## src/rtl/fft_unload_pkg.sv

```systemverilog
// Shared definitions for the FFT output reorder buffer:
// default frame length, word width and FILL/DRAIN state encoding.
package fft_unload_pkg;

   localparam int DEF_LOG_N = 3;
   localparam int DEF_W     = 64;

   typedef enum logic {
      FILL  = 1'b0,
      DRAIN = 1'b1
   } state_t;

endpackage

```

## src/rtl/fft_unload_bit_reverse.sv

```systemverilog
// Combinational bit reversal of an index; forms the write address so that
// samples arriving in bit-reversed order land at their natural address.
module fft_unload_bit_reverse #(
   parameter int WIDTH = 3
) (
   input  logic [WIDTH-1:0] din,
   output logic [WIDTH-1:0] dout
);

   genvar gi;
   generate
      for (gi = 0; gi < WIDTH; gi++) begin : g_rev
         assign dout[gi] = din[WIDTH-1-gi];
      end
   endgenerate

endmodule

```

## src/rtl/fft_unload.sv

```systemverilog
// fft_unload: output reorder buffer between the last butterfly stage and the
// result consumer. Accepts N = 2^LOG_N samples in bit-reversed order, stores
// sample k at address bitrev(k) and streams the frame out in natural order.
// Optional feature: define FFT_UNLOAD_PINGPONG_EN for a two-bank build that
// fills one bank while the other drains (sustained 1 sample/cycle).
module fft_unload
   import fft_unload_pkg::*;
#(
   parameter int LOG_N = DEF_LOG_N,
   parameter int W     = DEF_W
) (
   input  logic             clk,
   input  logic             rst_n,
   input  logic             in_valid,
   output logic             in_ready,
   input  logic [W-1:0]     in_re,
   input  logic [W-1:0]     in_im,
   input  logic             in_last,
   output logic             out_valid,
   input  logic             out_ready,
   output logic [W-1:0]     out_re,
   output logic [W-1:0]     out_im,
   output logic [LOG_N-1:0] out_idx,
   output logic             out_last,
   output logic             err
);

   localparam int N = 1 << LOG_N;
   localparam logic [LOG_N-1:0] LAST_IDX = LOG_N'(N - 1);
   localparam logic [LOG_N-1:0] ONE_IDX  = LOG_N'(1);
`ifdef FFT_UNLOAD_PINGPONG_EN
   localparam int AW = LOG_N + 1;   // top address bit selects the bank
`else
   localparam int AW = LOG_N;
`endif
   localparam int DEPTH = 1 << AW;

   // {re, im} per entry; never reset, stale contents are harmless
   logic [2*W-1:0]   mem [DEPTH];

   logic [LOG_N-1:0] wr_cnt_reg;
   logic [LOG_N-1:0] rd_cnt_reg;
   logic [LOG_N-1:0] wr_bitrev;
   logic [AW-1:0]    wr_mem_addr;
   logic [AW-1:0]    rd_mem_addr;
   logic [2*W-1:0]   rd_word;
   logic             in_fire;
   logic             out_fire;
   logic             wr_is_last;

   logic             out_valid_reg;
   logic             out_last_reg;
   logic [W-1:0]     out_re_reg;
   logic [W-1:0]     out_im_reg;
   logic [LOG_N-1:0] out_idx_reg;
   logic             err_reg;

   fft_unload_bit_reverse #(
      .WIDTH (LOG_N)
   ) u_bitrev (
      .din  (wr_cnt_reg),
      .dout (wr_bitrev)
   );

   assign in_fire    = in_valid && in_ready;
   assign out_fire   = out_valid_reg && out_ready;
   assign wr_is_last = (wr_cnt_reg == LAST_IDX);
   assign rd_word    = mem[rd_mem_addr];

   assign out_valid = out_valid_reg;
   assign out_re    = out_re_reg;
   assign out_im    = out_im_reg;
   assign out_idx   = out_idx_reg;
   assign out_last  = out_last_reg;
   assign err       = err_reg;

   // Sample storage: write each accepted sample at its bit-reversed slot
   always_ff @(posedge clk) begin
      if (in_fire) begin
         mem[wr_mem_addr] <= {in_re, in_im};
      end
   end

   // Input counter and sticky framing check (in_last must mark exactly k == N-1)
   always_ff @(posedge clk or negedge rst_n) begin
      if (!rst_n) begin
         wr_cnt_reg <= '0;
         err_reg    <= 1'b0;
      end else if (in_fire) begin
         wr_cnt_reg <= wr_cnt_reg + ONE_IDX;
         if (in_last != wr_is_last) begin
            err_reg <= 1'b1;
         end
      end
   end

`ifdef FFT_UNLOAD_PINGPONG_EN

   logic fill_bank_reg;   // bank currently being written; the other drains
   logic fill_full_reg;   // fill bank holds a full frame, waiting for drain
   logic fill_done;
   logic drain_free;
   logic swap;

   assign in_ready    = !fill_full_reg;
   assign fill_done   = fill_full_reg || (in_fire && wr_is_last);
   assign drain_free  = !out_valid_reg || (out_fire && out_last_reg);
   assign swap        = fill_done && drain_free;
   assign wr_mem_addr = {fill_bank_reg, wr_bitrev};
   // On a swap the first output comes from the bank that just filled
   assign rd_mem_addr = swap ? {fill_bank_reg, {LOG_N{1'b0}}}
                             : {~fill_bank_reg, rd_cnt_reg};

   // Bank swap and output register control for the two-bank build
   always_ff @(posedge clk or negedge rst_n) begin
      if (!rst_n) begin
         fill_bank_reg <= 1'b0;
         fill_full_reg <= 1'b0;
         rd_cnt_reg    <= '0;
         out_valid_reg <= 1'b0;
         out_re_reg    <= '0;
         out_im_reg    <= '0;
         out_idx_reg   <= '0;
         out_last_reg  <= 1'b0;
      end else if (swap) begin
         fill_bank_reg <= ~fill_bank_reg;
         fill_full_reg <= 1'b0;
         out_valid_reg <= 1'b1;
         out_re_reg    <= rd_word[2*W-1:W];
         out_im_reg    <= rd_word[W-1:0];
         out_idx_reg   <= '0;
         out_last_reg  <= 1'b0;
         rd_cnt_reg    <= ONE_IDX;
      end else begin
         if (in_fire && wr_is_last) begin
            fill_full_reg <= 1'b1;
         end
         if (out_fire) begin
            if (out_last_reg) begin
               out_valid_reg <= 1'b0;
               rd_cnt_reg    <= '0;
            end else begin
               out_re_reg   <= rd_word[2*W-1:W];
               out_im_reg   <= rd_word[W-1:0];
               out_idx_reg  <= rd_cnt_reg;
               out_last_reg <= (rd_cnt_reg == LAST_IDX);
               rd_cnt_reg   <= rd_cnt_reg + ONE_IDX;
            end
         end
      end
   end

`else

   state_t state_reg;
   logic   in_ready_reg;

   assign in_ready    = in_ready_reg;
   assign wr_mem_addr = wr_bitrev;
   // rd_cnt is 0 throughout FILL, so the first read is mem[0]
   assign rd_mem_addr = rd_cnt_reg;

   // FILL/DRAIN sequencer with registered handshake and output data
   always_ff @(posedge clk or negedge rst_n) begin
      if (!rst_n) begin
         state_reg     <= FILL;
         in_ready_reg  <= 1'b1;
         rd_cnt_reg    <= '0;
         out_valid_reg <= 1'b0;
         out_re_reg    <= '0;
         out_im_reg    <= '0;
         out_idx_reg   <= '0;
         out_last_reg  <= 1'b0;
      end else begin
         case (state_reg)
            FILL: begin
               if (in_fire && wr_is_last) begin
                  state_reg     <= DRAIN;
                  in_ready_reg  <= 1'b0;
                  out_valid_reg <= 1'b1;
                  out_re_reg    <= rd_word[2*W-1:W];
                  out_im_reg    <= rd_word[W-1:0];
                  out_idx_reg   <= '0;
                  out_last_reg  <= 1'b0;
                  rd_cnt_reg    <= ONE_IDX;
               end
            end
            DRAIN: begin
               if (out_fire) begin
                  if (out_last_reg) begin
                     state_reg     <= FILL;
                     in_ready_reg  <= 1'b1;
                     out_valid_reg <= 1'b0;
                     rd_cnt_reg    <= '0;
                  end else begin
                     out_re_reg   <= rd_word[2*W-1:W];
                     out_im_reg   <= rd_word[W-1:0];
                     out_idx_reg  <= rd_cnt_reg;
                     out_last_reg <= (rd_cnt_reg == LAST_IDX);
                     rd_cnt_reg   <= rd_cnt_reg + ONE_IDX;
                  end
               end
            end
            default: begin
               state_reg <= FILL;
            end
         endcase
      end
   end

`endif

endmodule

```

## config.mk

```make
export PLATFORM = sky130hd
export DESIGN_NAME = fft_unload
export DESIGN_NICKNAME = d
export VERILOG_FILES = /design/src/rtl/fft_unload_pkg.sv /design/src/rtl/fft_unload_bit_reverse.sv /design/src/rtl/fft_unload.sv
export SDC_FILE = /design/constraint.sdc
export NUM_CORES = 1
export LEC_CHECK = 0
export ABC_AREA = 1
export CORE_MARGIN = 3
export CORE_UTILIZATION = 50
export CTS_CLUSTER_DIAMETER = 100
export DETAILED_ROUTE_END_ITERATION = 16
export PLACE_DENSITY = 0.69
export SLEW_MARGIN = 20
export SYNTH_ARGS = -nofsm -noshare
export SYNTH_HDL_FRONTEND = slang
export SYNTH_HIERARCHICAL = 1
export SYNTH_SLANG_ARGS = --single-unit
```

## constraint.sdc

```tcl
create_clock -name clk -period 8.57 [get_ports clk]
set_input_delay 1.714 -clock clk [delete_from_list [all_inputs] [get_ports clk]]
set_output_delay 1.714 -clock clk [all_outputs]
set_load 0.01 [all_outputs]
```

Yosys cells after proc, flatten, opt, wreduce, memory -nomap -nowiden
Memory sizes are Yosys's and may differ from the RTL's.
Index checks and enable logic that the tools add are counted.
{"block": "totals", "register_bits": 142, "ram_bits": 1024, "in_bits": 133, "word_cells": 61, "mem_count": 1}
{"block": "classes", "n_addsub": 2, "eq_ne": 7, "n_mux": 33, "bitwise": 1, "reduce_logical": 7}
{"memory": "mem", "depth": 8, "word_bits": 128, "rd": 1, "rd_ports_with_merged_regs": 0, "write_ports": 1, "line_no": "fft_unload.sv:39", "source": "logic [2*W-1:0] mem [DEPTH];"}
{"op": "64-bit two-way mux", "count": 6}
{"op": "64-bit one-hot mux with 2 select lines", "count": 2}
{"op": "3-bit two-way mux", "count": 6}
{"op": "1-bit two-way mux", "count": 13}
{"op": "3-bit one-hot mux with 2 select lines", "count": 2}
{"op": "2-bit inequality test (second input constant)", "count": 4}
{"op": "1-bit one-hot mux with 2 select lines", "count": 4}
{"op": "3-bit by 1-bit adder with 3-bit output (second input constant)", "count": 2}
{"op": "3-bit == test (second input constant)", "count": 2}
{"op": "3-bit AND reduction", "count": 2}
{"op": "2-bit AND reduction", "count": 2}
{"op": "1-bit logical AND", "count": 3}
{"op": "1-bit inequality test", "count": 1}
{"op": "1-bit NOT", "count": 1}

Depth between registers and ports, before layout
{"block": "depth", "depth_word": 4, "depth_mapped": 10, "depth_no_buf": 8}

Cells and area by module
The synthesis kept the hierarchy.
{"mod": "fft_unload", "n_inst": 1, "cells_each": 4534, "area_per_inst_um2": 48355.1, "seq_area_each_um2": 34304.2}
{"mod": "fft_unload_bit_reverse", "n_inst": 1, "cells_each": 3, "area_per_inst_um2": 22.5, "seq_area_each_um2": 0.0}

Worst setup path before layout
OpenSTA, ideal clock, no wires.
{"block": "synth_timing", "path_kind": "in2reg", "start": "input port in_valid", "end": "memory mem[0][0] (netlist name), enable pin", "setup_time_ns": 0.617, "arrival_time_ns": 7.438, "setup_slack_ns": 0.515, "cell_stages": 3, "n_path_buf": 0, "cell_sequence": "nand2_2 > or2_2 > nor2_1"}
{"block": "synth_between", "elab_chain_len": 3}
{"item": "start, declared", "line_no": "fft_unload.sv:14", "source": "input logic in_valid,"}
{"item": "1-bit logical AND", "line_no": "fft_unload.sv:65", "source": "assign in_fire = in_valid && in_ready;"}
{"item": "1-bit two-way mux", "line_no": "fft_unload.sv:79", "source": "if (in_fire) begin"}
{"item": "1-bit two-way mux (not written as such)", "line_no": "fft_unload.sv:80", "source": "mem[wr_mem_addr] <= {in_re, in_im};"}
{"item": "end, declared", "line_no": "fft_unload.sv:39"}
No other way between the ends.

Final worst setup path
{"block": "layout_timing", "start": "input port in_valid", "end": "memory mem[5][75] (netlist name), enable pin"}
The elaborated chain is that of the path after synthesis.

==> impl_metrics.xml <==
<?xml version="1.0" encoding="UTF-8"?>
<metrics>
  <group name="sta">
    <metric name="layout_worst_path_cycle_share" unit="%">47.8</metric>
    <metric name="worst_slew_pin_tran" unit="ps">1160</metric>
    <metric name="finalWorstSetupSlack" unit="ps">4480</metric>
    <metric name="finalClockSkew" unit="ps">26.9</metric>
    <metric name="max-slew-margin-rel" unit="%">22.7</metric>
    <metric name="tns" unit="ps">0</metric>
    <metric name="timing.final.setup_violations" unit="">0</metric>
    <metric name="fmax" unit="GHz">0.244</metric>
    <metric name="timing.hold.ws" unit="ps">476</metric>
    <metric name="layout_min_cycle_time" unit="ps">4090</metric>
    <metric name="hold_viol" unit="">0</metric>
    <metric name="finalMaxSlewViolations" unit="">0</metric>
    <metric name="rsz0062_at_grt" unit="">false</metric>
  </group>
  <group name="synth">
    <metric name="avgSynthCellArea" unit="um^2">10.7</metric>
    <metric name="ys_types" unit="">24</metric>
    <metric name="share_of_the_yosys_chip_area_belonging_to_registers" unit="%">70.9</metric>
    <metric name="synthMostInstantiatedCell" unit="">sky130_fd_sc_hd__nand2_1</metric>
    <metric name="synthesis.instances" unit="">4537</metric>
    <metric name="synth_edf_count" unit="">1024</metric>
    <metric name="synth_common_cells" unit="">sky130_fd_sc_hd__nand2_1 (1,558), sky130_fd_sc_hd__edfxtp_1 (1,024), sky130_fd_sc_hd__inv_1 (775)</metric>
    <metric name="synthDominantCellAreaShare" unit="%">63.6</metric>
    <metric name="post_synth_main_area_contributors" unit="">sky130_fd_sc_hd__edfxtp_1 (64%), sky130_fd_sc_hd__nand2_1 (12%), sky130_fd_sc_hd__nand3_1 (8.0%), sky130_fd_sc_hd__dfrtp_1 (7.3%), sky130_fd_sc_hd__inv_1 (6.0%)</metric>
    <metric name="async_set_or_reset_register_ratio_after_synthesis" unit="%">12.2</metric>
    <metric name="synth.yosys.warnings" unit="">6</metric>
    <metric name="most_frequently_used_flop_master_after_synthesis" unit="">sky130_fd_sc_hd__edfxtp_1</metric>
    <metric name="post-synth-top-area-cell" unit="">sky130_fd_sc_hd__edfxtp_1</metric>
    <metric name="mappedNetlistArea" unit="um^2">48400</metric>
    <metric name="syn-num-nets" unit="">4674</metric>
    <metric name="synth_seq_cells" unit="">1166</metric>
  </group>
  <group name="final_layout">
    <metric name="flow.area_growth_from_synthesis" unit="%">15.4</metric>
    <metric name="final_design_area_no_fill" unit="um^2">55800</metric>
    <metric name="finalNetCount" unit="">4866</metric>
    <metric name="fillers" unit="">7648</metric>
    <metric name="layout.core_utilization" unit="%">58.5</metric>
    <metric name="largest_reg_flops" unit="">1024</metric>
    <metric name="post_route_cells_drive_above_1_share" unit="%">5.11</metric>
  </group>
  <group name="placed_design">
    <metric name="dp_hpwl" unit="mm">57.9</metric>
    <metric name="dpl-instance-area" unit="um^2">51900</metric>
    <metric name="pre_cts_slack" unit="ps">3790</metric>
    <metric name="port-buffer-count" unit="">267</metric>
    <metric name="place_congestion" unit="">0.751</metric>
  </group>
  <group name="clocking">
    <metric name="clockBufferDepth" unit="">3</metric>
    <metric name="postCtsSetupBuffers" unit="">0</metric>
    <metric name="post_cts_hold_buffer_count" unit="">0</metric>
    <metric name="cts_buffers" unit="">116</metric>
    <metric name="clkSlewWorstSetupHoldPaths" unit="ps">60</metric>
    <metric name="cts_tree" unit="">built</metric>
    <metric name="clock-root-buffer" unit="">sky130_fd_sc_hd__clkbuf_16</metric>
    <metric name="clk_latency" unit="ps">690</metric>
    <metric name="cts_max_level" unit="">3</metric>
    <metric name="clock_sink_count" unit="">1166</metric>
    <metric name="post_cts.resized_instances" unit="">0</metric>
  </group>
  <group name="min_path">
    <metric name="worst_hold_path.endpoint" unit="">out_re[41]</metric>
    <metric name="whs_path_depth" unit="">2</metric>
    <metric name="hold_class" unit="">reg2reg</metric>
    <metric name="worst_hold_startpoint" unit="">out_re[41]</metric>
  </group>
  <group name="setup_path">
    <metric name="timing.reg2reg.setup_slack" unit="ps">5410</metric>
    <metric name="rr_endpoint" unit="">out_re[27]</metric>
    <metric name="setup.worst_path.class" unit="">in2reg</metric>
    <metric name="arrival" unit="ps">4380</metric>
    <metric name="timing.critical_path.to_type" unit="">flip-flop</metric>
    <metric name="critPathRequiredTime" unit="ps">8860</metric>
    <metric name="worst_r2r_startpoint" unit="">rd_cnt_reg[0]</metric>
    <metric name="worst-r2r-cell-count" unit="">7</metric>
    <metric name="crit_fanout" unit="">57</metric>
    <metric name="critical_path.startpoint_type" unit="">primary input</metric>
  </group>
  <group name="grt">
    <metric name="grt_first_pass_wirelength" unit="mm">178</metric>
    <metric name="grt_usage" unit="%">22.9</metric>
    <metric name="antenna_found_initial" unit="">8</metric>
    <metric name="grt_pass1_vias" unit="">30900</metric>
    <metric name="globalRoute.totalOverflow" unit="">0</metric>
    <metric name="grt_max_degree" unit="">249</metric>
  </group>
  <group name="drt">
    <metric name="vias_per_inst" unit="">5.17</metric>
    <metric name="drt_first_iter_violations" unit="">2966</metric>
    <metric name="route.detailed.wl_per_inst" unit="um">18.8</metric>
    <metric name="detail-route-antenna-nets" unit="">0</metric>
    <metric name="routed_wl" unit="mm">115</metric>
    <metric name="dr_total_vias" unit="">31600</metric>
    <metric name="drt_first_pass_iters" unit="">5</metric>
    <metric name="drc_markers" unit="">0</metric>
  </group>
  <group name="pwr">
    <metric name="vdd_drop_max" unit="uV">155</metric>
    <metric name="power.density_cell_area" unit="nW/um^2">206</metric>
    <metric name="power.static_leakage" unit="nW">23.9</metric>
  </group>
  <group name="die">
    <metric name="io_pins" unit="">268</metric>
    <metric name="placementRows" unit="">113</metric>
    <metric name="core_area" unit="um^2">95400</metric>
    <metric name="chipHeight" unit="um">317</metric>
    <metric name="dieArea" unit="um^2">101000</metric>
    <metric name="floorplan.initialDensity" unit="%">50.7</metric>
    <metric name="chipWidth" unit="um">317</metric>
  </group>
  <group name="run_status">
    <metric name="result_of_the_run" unit="">finished clean</metric>
  </group>
  <group name="run">
    <metric name="maxCapViolations" unit="">0</metric>
  </group>
</metrics>
-- worst max path at each step --
stage / from / endpoint / slack (ps) / cells after the start
after floorplan: in_valid / mem[0][0] / 520 / 3
after global placement: in_valid / mem[3][71] / 3670 / 6
after detailed placement: in_valid / mem[5][99] / 3790 / 7
after CTS: in_valid / mem[5][75] / 4510 / 7
after global routing: in_valid / mem[5][75] / 4330 / 7
final: in_valid / mem[5][75] / 4480 / 7
-- per-layer routing --
| layer | wire length [um] | up-vias | GRT usage, % | part of all wire [%] |
|---|---|---|---|---|
| met2 | 54200 | 1056 | 37.3 | 47 |
| met4 | 2190 | 4 | 6.29 | 1.9 |
| li1 | - | 15000 | - | - |
| met3 | 8410 | 151 | 3.75 | 7.3 |
| met1 | 50100 | 15400 | 32.3 | 44 |
| met5 | 27 | - | 0 | 0.024 |
-- stage by stage --
| stage | total power, mW | cells |
|---|---|---|
| 6_report | 11.5 | 6101 |
| 5_1_grt | 11.8 | 6098 |
| 4_1_cts | 11.6 | 6096 |
| 3_5_place_dp | 6.44 | 5876 |
| 3_3_place_gp | 6.44 | 5875 |
| 2_1_floorplan | 6.30 | 4537 |
-- report_power, final --
part	switching, mW	internal [mW]	leakage [nW]
combinational	0.0916	0.0541	10.8
clock	2.13	3.02	1.94
sequential	0	6.18	11.2
total	2.23	9.25	23.9
-- layout make-up --
type / count / area, um^2 / area share [%]
Antenna cell: 5 / 12.5 / 0.0224
Clock buffer: 150 / 3280 / 5.87
Clock inverter: 70 / 633 / 1.13
Inverter: 778 / 2950 / 5.28
Multi-Input combinational cell: 2364 / 9990 / 17.9
Sequential cell: 1166 / 34300 / 61.5
Tap cell: 1265 / 1580 / 2.84
Timing Repair Buffer: 303 / 3060 / 5.48
-- cells by family (layout without fill, tap and decap cells) --
group	count (synthesis)	after routing	synth area share (%)
other	0	5	0
AO/OA/AOI/OAI	11	11	0.119
AND/OR/NAND/NOR	2347	2347	20.2
flip-flops	1166	1166	70.9
buffers and inverters	1007	1301	8.59
adder cells (fa/ha/maj)	4	4	0.103
XOR/XNOR	2	2	0.0362
-- worst max-delay path, stage by stage --
cell                              delay, ps
sky130_fd_sc_hd__clkdlybuf4s50_1        500
sky130_fd_sc_hd__nand2_2                120
sky130_fd_sc_hd__inv_2                  100
sky130_fd_sc_hd__nand2_1                230
sky130_fd_sc_hd__nor2_4                 210
sky130_fd_sc_hd__buf_4                  520
sky130_fd_sc_hd__buf_4                  900
-- cells in the final DEF (no fill, tap or decap), types with 3 or more instances in the layout --
cell type                         count
sky130_fd_sc_hd__nand2_1           1558
sky130_fd_sc_hd__edfxtp_1          1024
sky130_fd_sc_hd__inv_1              774
sky130_fd_sc_hd__nand3_1            772
sky130_fd_sc_hd__clkdlybuf4s50_1    266
sky130_fd_sc_hd__dfrtp_1            138
sky130_fd_sc_hd__clkbuf_16          121
sky130_fd_sc_hd__clkinv_2            33
sky130_fd_sc_hd__buf_4               27
sky130_fd_sc_hd__clkinv_1            17
sky130_fd_sc_hd__clkbuf_1            15
sky130_fd_sc_hd__clkbuf_8            14
sky130_fd_sc_hd__bufinv_16           11
sky130_fd_sc_hd__nor2_4               9
sky130_fd_sc_hd__buf_12               9
sky130_fd_sc_hd__o21ai_0              6
sky130_fd_sc_hd__diode_2              5
sky130_fd_sc_hd__ha_1                 4
sky130_fd_sc_hd__clkinv_4             4
sky130_fd_sc_hd__clkinvlp_4           4
sky130_fd_sc_hd__nor2_1               3
sky130_fd_sc_hd__a21oi_1              3
sky130_fd_sc_hd__dfrtp_4              3
No activity file was read; power rests on OpenSTA's default activity.
